## src/rtl/mem_stage_ctrl.sv

```systemverilog
// Y86-64 memory-stage controller: decodes an execute record into one data-memory
// access, captures the response and presents a held write-back record; owns processor halt.
module mem_stage_ctrl #(
   parameter int unsigned MEM_WORDS = 1024
) (
   input  logic        clk,
   input  logic        rst,
   input  logic        req_valid,
   output logic        req_ready,
   input  logic [3:0]  req_icode,
   input  logic [2:0]  req_stat,
   input  logic [63:0] req_valE,
   input  logic [63:0] req_valA,
   input  logic [63:0] req_valP,
   input  logic [3:0]  req_dstE,
   input  logic [3:0]  req_dstM,
   output logic [63:0] mem_addr,
   output logic        mem_wen,
   output logic [63:0] mem_wdata,
   output logic        mem_ren,
   input  logic [63:0] mem_rdata,
   input  logic        mem_err,
   output logic        wb_valid,
   input  logic        wb_ready,
   output logic [3:0]  wb_icode,
   output logic [63:0] wb_valE,
   output logic [63:0] wb_valM,
   output logic [3:0]  wb_dstE,
   output logic [3:0]  wb_dstM,
   output logic [2:0]  wb_stat
);

   localparam logic [2:0] AOK = 3'd1;
   localparam logic [2:0] HLT = 3'd2;
   localparam logic [2:0] ADR = 3'd3;
   localparam logic [2:0] INS = 3'd4;

   localparam logic [3:0] I_RMMOVQ = 4'h4;
   localparam logic [3:0] I_MRMOVQ = 4'h5;
   localparam logic [3:0] I_CALL   = 4'h8;
   localparam logic [3:0] I_RET    = 4'h9;
   localparam logic [3:0] I_PUSHQ  = 4'hA;
   localparam logic [3:0] I_POPQ   = 4'hB;
   localparam logic [3:0] REG_NONE = 4'hF;

   typedef enum logic [1:0] {IDLE, ISSUE, WAIT, RESP} state_t;

   state_t      state, state_next;
   logic        halted;
   logic        op_rd, op_wr;
   logic        dec_rd, dec_wr, dec_bad, dec_go;
   logic [63:0] dec_addr, dec_wdata;
   logic        fire;

   // Access decode of the incoming record.
   always_comb begin
      // NOTE: every comb output gets a default first so no path leaves it unassigned (no latch).
      dec_rd    = 1'b0;
      dec_wr    = 1'b0;
      dec_addr  = req_valE;
      dec_wdata = req_valA;
      case (req_icode)
         I_RMMOVQ, I_PUSHQ: dec_wr = 1'b1;
         I_CALL: begin
            dec_wr    = 1'b1;
            dec_wdata = req_valP;
         end
         I_MRMOVQ: dec_rd = 1'b1;
         I_RET, I_POPQ: begin
            dec_rd   = 1'b1;
            dec_addr = req_valA;
         end
         default: ;
      endcase
   end

   assign dec_bad = (dec_rd | dec_wr) && (dec_addr >= 64'(MEM_WORDS));
   assign dec_go  = (dec_rd | dec_wr) && (req_stat == AOK) && !dec_bad;
   assign fire    = req_valid & req_ready;

   always_ff @(posedge clk or posedge rst) begin
      if (rst) state <= IDLE;
      else     state <= state_next;
   end

   // Accept is computed from req_valid/halted directly so state_next never loops through req_ready.
   always_comb begin
      state_next = state;
      req_ready  = 1'b0;
      mem_wen    = 1'b0;
      mem_ren    = 1'b0;
      wb_valid   = 1'b0;
      case (state)
         IDLE: begin
            req_ready = !halted;
            if (req_valid && !halted) state_next = dec_go ? ISSUE : RESP;
         end
         ISSUE: begin
            mem_wen    = op_wr;
            mem_ren    = op_rd;
            state_next = WAIT;
         end
         WAIT: state_next = RESP;
         RESP: begin
            wb_valid = 1'b1;
            if (wb_ready) state_next = IDLE;
         end
         default: state_next = IDLE;
      endcase
   end

   always_ff @(posedge clk or posedge rst) begin
      if (rst) begin
         // NOTE: non-blocking assignments only here, so every register samples pre-edge values.
         op_rd     <= 1'b0;
         op_wr     <= 1'b0;
         mem_addr  <= '0;
         mem_wdata <= '0;
         wb_icode  <= '0;
         wb_valE   <= '0;
         wb_valM   <= '0;
         wb_dstE   <= REG_NONE;
         wb_dstM   <= REG_NONE;
         wb_stat   <= AOK;
         halted    <= 1'b0;
      end else begin
         if (fire) begin
            op_rd    <= dec_rd & dec_go;
            op_wr    <= dec_wr & dec_go;
            wb_icode <= req_icode;
            wb_valE  <= req_valE;
            wb_valM  <= '0;
            if (dec_go) begin
               mem_addr  <= dec_addr;
               mem_wdata <= dec_wdata;
            end
            if (req_stat != AOK) begin
               wb_stat <= req_stat;
               wb_dstE <= req_dstE;
               wb_dstM <= req_dstM;
            end else if (dec_bad) begin
               wb_stat <= ADR;
               wb_dstE <= REG_NONE;
               wb_dstM <= REG_NONE;
            end else begin
               wb_stat <= AOK;
               wb_dstE <= req_dstE;
               wb_dstM <= req_dstM;
            end
         end else if (state == WAIT) begin
            if (op_rd) wb_valM <= mem_rdata;
            // A memory error can only arrive on an AOK record, so ADR overrides cleanly.
            if (mem_err) begin
               wb_stat <= ADR;
               wb_dstE <= REG_NONE;
               wb_dstM <= REG_NONE;
            end
         end
         if (wb_valid && wb_ready && (wb_stat != AOK)) halted <= 1'b1;
      end
   end

endmodule

```

## config.mk

```make
export PLATFORM = sky130hd
export DESIGN_NAME = mem_stage_ctrl
export DESIGN_NICKNAME = d
export VERILOG_FILES = /design/src/rtl/mem_stage_ctrl.sv
export SDC_FILE = /design/constraint.sdc
export NUM_CORES = 1
export LEC_CHECK = 0
export CAP_MARGIN = 15
export CORE_AREA = 2 2 217 219
export DETAILED_ROUTE_END_ITERATION = 6
export DIE_AREA = 0 0 219 221
export PLACE_DENSITY_LB_ADDON = 0.3
export SKIP_LAST_GASP = 1
export SYNTH_ARGS = -nofsm -noshare
export SYNTH_HDL_FRONTEND = slang
export SYNTH_SLANG_ARGS = --single-unit
```

## constraint.sdc

```tcl
create_clock -name clk -period 10.6 [get_ports clk]
set_input_delay 2.12 -clock clk [delete_from_list [all_inputs] [get_ports clk]]
set_output_delay 2.12 -clock clk [all_outputs]
set_load 0.01 [all_outputs]
```

# Yosys cells after proc, flatten, opt, wreduce, memory -nomap -nowiden
# Index checks and enable logic that the tools add are counted.
[classes] n_eq_ne=14 n_mux=28 bitwise_logic=4 n_reduce_logical=19 order_cmp=1
[op_table] op="64-bit 2-to-1 mux" n=5
[op_table] op="64-bit by 11-bit >= comparator with 1-bit output, second input constant" n=1
[op_table] op="4-bit 2-to-1 mux" n=8
[op_table] op="4-bit equality test, second input constant" n=4
[op_table] op="3-bit 2-to-1 mux" n=4
[op_table] op="4-bit by 3-bit equality test with 1-bit output, second input constant" n=2
[op_table] op="2-bit 2-to-1 mux" n=4
[op_table] op="2-bit one-hot mux with 4 select lines" n=1
[op_table] op="2-bit AND reduction" n=4
[op_table] op="1-bit logical AND" n=6
[op_table] op="1-bit 2-to-1 mux" n=6
[op_table] op="3-bit by 1-bit inequality test with 1-bit output, second input constant" n=2
[op_table] op="2-bit nonzero test" n=3
[op_table] op="3-bit OR reduction" n=2
[op_table] op="2-bit equality test, second input constant" n=2
[op_table] op="2-bit inequality test, second input constant" n=2
[op_table] op="1-bit bitwise AND" n=3
[op_table] op="3-bit by 1-bit equality test with 1-bit output, second input constant" n=1
[op_table] op="2-bit by 1-bit equality test with 1-bit output, second input constant" n=1
[op_table] op="1-bit logical NOT" n=2
[op_table] op="2-bit logical NOT" n=1
[op_table] op="2-bit OR reduction" n=1
[op_table] op="1-bit bitwise OR" n=1
[totals] ff_bits=276 in_bits=276

# Logic depth before layout (Yosys ltp)
[logic_depth] word_depth=10 ltp_mapped=8

# Worst setup path after synthesis
# OpenSTA, ideal clock, no wires.
[synth_timing] kind="input port to flip-flop" startpoint="input port req_icode[0]" endpoint="register mem_wdata[10]" path_slack_ps=6805 required_ps=10475 arrival_time_ps=3670 cell_stages=5 path_buffers=2 setup_time_ps=125 path_cell_list="nor4b_1 -> clkbuf_1 -> buf_1 -> mux2_2 -> mux2_4"
[synth_via] elab_chain_len=8
[synth_rtl] item="from (decl)" line="10" rtl="input logic [3:0] req_icode,"
[synth_rtl] item="4-bit equality test / 4-bit by 3-bit equality test with 1-bit output (equally long branches)" line="62" rtl="case (req_icode)"
[synth_rtl] item="2-bit OR reduction / 3-bit OR reduction (equally long branches)"
[synth_rtl] item="64-bit 2-to-1 mux / 1-bit 2-to-1 mux (equally long branches)" line="62"
[synth_rtl] item="64-bit by 11-bit >= comparator with 1-bit output / 1-bit bitwise OR (equally long branches)" line="77, 78"
[synth_rtl] item="1-bit logical AND" line="77" rtl="assign dec_bad = (dec_rd | dec_wr) && (dec_addr >= 64'(MEM_WORDS));"
[synth_rtl] item="1-bit logical NOT" line="78" rtl="assign dec_go = (dec_rd | dec_wr) && (req_stat == AOK) && !dec_bad;"
[synth_rtl] item="1-bit logical AND" line="78"
[synth_rtl] item="2-bit AND reduction (no line)"
[synth_rtl] item="to (signal assigned)" line="135" rtl="mem_wdata <= dec_wdata;"
[synth_rtl] item="to (decl)" line="19" rtl="output logic [63:0] mem_wdata,"
# Several ways; a longest one is shown, not always the timed one.
# A chain may end at the register's enable or synchronous reset.

# Worst setup path in the final report
[layout_timing] startpoint="input port req_icode[2]" endpoint="register mem_addr[6]"
[layout_via] elab_chain_len=8
[layout_rtl] item="4-bit equality test / 4-bit by 3-bit equality test with 1-bit output (equally long branches)" line="62"
[layout_rtl] item="2-bit OR reduction / 3-bit OR reduction (equally long branches)"
[layout_rtl] item="64-bit 2-to-1 mux / 1-bit 2-to-1 mux (equally long branches)" line="62"
[layout_rtl] item="64-bit by 11-bit >= comparator with 1-bit output / 1-bit bitwise OR (equally long branches)" line="77, 78"
[layout_rtl] item="1-bit logical AND" line="77"
[layout_rtl] item="1-bit logical NOT" line="78"
[layout_rtl] item="1-bit logical AND" line="78"
[layout_rtl] item="2-bit AND reduction (no line)"
[layout_rtl] item="to (signal assigned)" line="134" rtl="mem_addr <= dec_addr;"
[layout_rtl] item="to (decl)" line="17" rtl="output logic [63:0] mem_addr,"
# Several ways; a longest one is shown, not always the timed one.

==> results.cfg <==
[yosys]
netlist_top_cells_area = dfrtp_1 57%, nand2_1 11%, mux2_4 8.5%
synth.avg_cell_area_um2 = 11.4
synth_cells = 1024
yosysTopAreaCell = dfrtp_1
synth_nets = 1305
yosysTopAreaCellShare_pct = 57.4
synth-seq-cells = 276
synth_area_um2 = 11600
ys_types = 34
yosysSeqAreaShare_pct = 59.4
ys_warn_count = 0

[power_and_ir_drop]
p_leak_nw = 8.36
p_int_w = 0.00241
irDropWorstVdd_v = 0.000123
p_sw_share_pct = 28.4
power.density_nw_per_um2 = 180
seqPwrFrac_pct = 40.9
combPwrFrac_pct = 28.1
clkPwrFrac_pct = 31.0
p_sw_w = 0.000958

[global_route]
overflow = 0
grt_use_met1_pct = 19.3
met2_usage_pct = 29.7
grt_start_max_net_pins = 174
grt_usage_pct = 16.7
grt_pass1_vias = 9948
top_usage_layer = met2
antenna_found_initial = 5
grt_first_pass_wirelength_um = 61500
use_met3_pct = 4.69

[clock_network]
clock_latency_ns = 0.57
cts_setup_buffers = 0
cts_resized = 0
cts_sinks = 276
cts_tree = built
clockBufferDepth = 3
htreeDepth = 1
ctsRootBufferMaster = clkbuf_16
cts_hold_buf = 0
cts_buffers = 31
path_clk_slew_ns = 0.07

[setup_path]
rrSetupSlack_ns = 7.45
path_max_fanout = 72
required_ns = 11.06
start_kind = primary input
end_kind = register
crit_type = primary input to register
cp_data_arrival_time_ns = 6.05

[sta]
final-setup-viol-count = 0
period_minus_slack_ns = 5.60
setup_ws_ns = 5.00
maxSlewHeadroom_pct = 30.5
whs_ns = 0.473
tns_ns = 0
hold_viol = 0
fin_crit_sh_pct = 52.8
skew_ns = 0.0200
report.final.slew_viol_count = 0
worstMarginPinSlew_ns = 1.04
achievable-frequency_mhz = 179
rsz0062_at_grt = no

[floorplan]
die_x_um = 219
coreArea_um2 = 46100
die_h_um = 221
rows = 79
dieArea_um2 = 48400
start_util_pct = 25.3
ios = 551

[detailed_routing]
drt-initial-drc-count = 491
avgViaCountPerCell = 4.31
firstDrtPassIters = 4
vias = 9441
ant_nets = 0
wl_per_cell_um = 19.1
drc = 0
wl_um = 41800

[placement]
post-place-cells = 2131
io_buffers = 550
post-place-ws_ns = 4.27
place.gp.congestion = 0.842
dp_hpwl_um = 30900

[layout]
postLayoutCoreUtil_pct = 40.7
final_nets = 1838
nFillCells = 4502
area_delta_synth_final_pct = 60.8
final_layout_size_suffix_gt1_share_pct = 14.2
regArea_um2 = 6920
final_cell_count_no_fill = 2190
multi_input_area_um2 = 4450

[run]
cap_violations = 0

[min_path]
hold_class = register to register

[run_status]
status = completed
-- area by class of cell --
class,instances,share of cell area (%)
diodes,1,0.0134
clock buffers,48,4.96
clock inverters,10,0.334
inverters,4,0.120
multi-input cells,686,23.8
flip-flops and latches,276,36.9
well taps,607,4.06
repair buffers,558,29.8
-- final timing paths --
path                                            end                    from  cells past startpoint
max                         mem_addr[6]$_DFFE_PP0P_            req_icode[2]                      8
min                          wb_valE[8]$_DFFE_PP0P_  wb_valE[8]$_DFFE_PP0P_                      2
max reg2reg                 mem_addr[6]$_DFFE_PP0P_    state[0]$_DFFE_PP0P_                      8
min reg2reg                  wb_valE[8]$_DFFE_PP0P_  wb_valE[8]$_DFFE_PP0P_                      2
max in group asynchronous  mem_addr[26]$_DFFE_PP0P_                     rst                      3
min in group asynchronous   wb_valE[59]$_DFFE_PP0P_                     rst                      2
-- flip-flops by register name (all words and copies together) (netlist names), 2 cells and up --
register / count
mem_addr: 64
mem_wdata: 64
state: 2
wb_dstE: 4
wb_dstM: 4
wb_icode: 4
wb_stat: 3
wb_valE: 64
wb_valM: 64
-- routing by layer --
metal / vias to the layer above / share of wire, %
met4: 0 / 2.7
met5: - / 0
met1: 4506 / 39
met2: 391 / 50
li1: 4485 / -
met3: 59 / 8.5
-- cell usage in the layout (no fill, tap or decap), drive strengths merged --
cell type	synthesis	final
or2	1	1
and2	57	57
nand3b	2	2
a31o	1	1
o32a	9	9
a311o	1	1
nor4b	2	2
nor2	7	7
ha	5	5
nand4	6	6
nand3	2	2
diode	0	1
inv	4	5
buf	20	8
o31ai	2	2
nor2b	1	1
clkbuf	38	48
mux2i	1	1
dfstp	9	9
nand2	340	340
o22a	1	1
clkinv	0	7
nor3b	1	1
nor4	28	28
mux2	148	148
nand2b	1	1
dfrtp	267	267
o21ai	3	3
clkinvlp	0	2
o211ai	1	1
and3b	1	1
a21oi	65	65
clkdlybuf4s50	0	550
-- power groups by stage --
stage	Combinational [W]	Sequential [W]	Clock, W
6_report	0.000947	0.00138	0.00104
5_1_grt	0.00102	0.00140	0.00112
3_5_place_dp	0.000959	0.00140	0
2_1_floorplan	0.000234	0.00149	0
3_3_place_gp	0.000947	0.00139	0
4_1_cts	0.000962	0.00138	0.00108
-- cells in the mapped netlist, drive strengths merged --
library cell / count
nand2: 340
dfrtp: 267
mux2: 148
a21oi: 65
and2: 57
clkbuf: 38
nor4: 28
buf: 20
dfstp: 9
o32a: 9
nor2: 7
nand4: 6
ha: 5
inv: 4
o21ai: 3
nand3: 2
nand3b: 2
nor4b: 2
o31ai: 2
a311o: 1
a31o: 1
and3b: 1
mux2i: 1
nand2b: 1
nor2b: 1
nor3b: 1
o211ai: 1
o22a: 1
or2: 1
-- through the flow --
stage	area [µm²]	power (W)
floorplan	11600	0.00172
global placement	17700	0.00233
detailed placement	17700	0.00235
CTS	18700	0.00342
global route	18700	0.00354
finish	18700	0.00337
-- worst max-delay path, stage by stage --
cell and delay [ns]:
clkdlybuf4s50_1 0.48, nand3b_1 0.76, nand3_1 0.34, nor4_2 0.09, o211ai_1 0.19, buf_4 0.68, buf_4 0.89, mux2_2 0.41
-- logic make-up (layout without fill, tap and decap cells) --
family,count (synthesis),after routing,share of synthesized area [%]
compound gates,83,83,4.13
buf+inv,62,620,2.52
fa+ha+maj,5,5,0.537
flops,276,276,59.4
mux,149,149,16.5
other cells,0,1,0
simple gates,449,449,16.9
(Power assumes the default switching activity.)
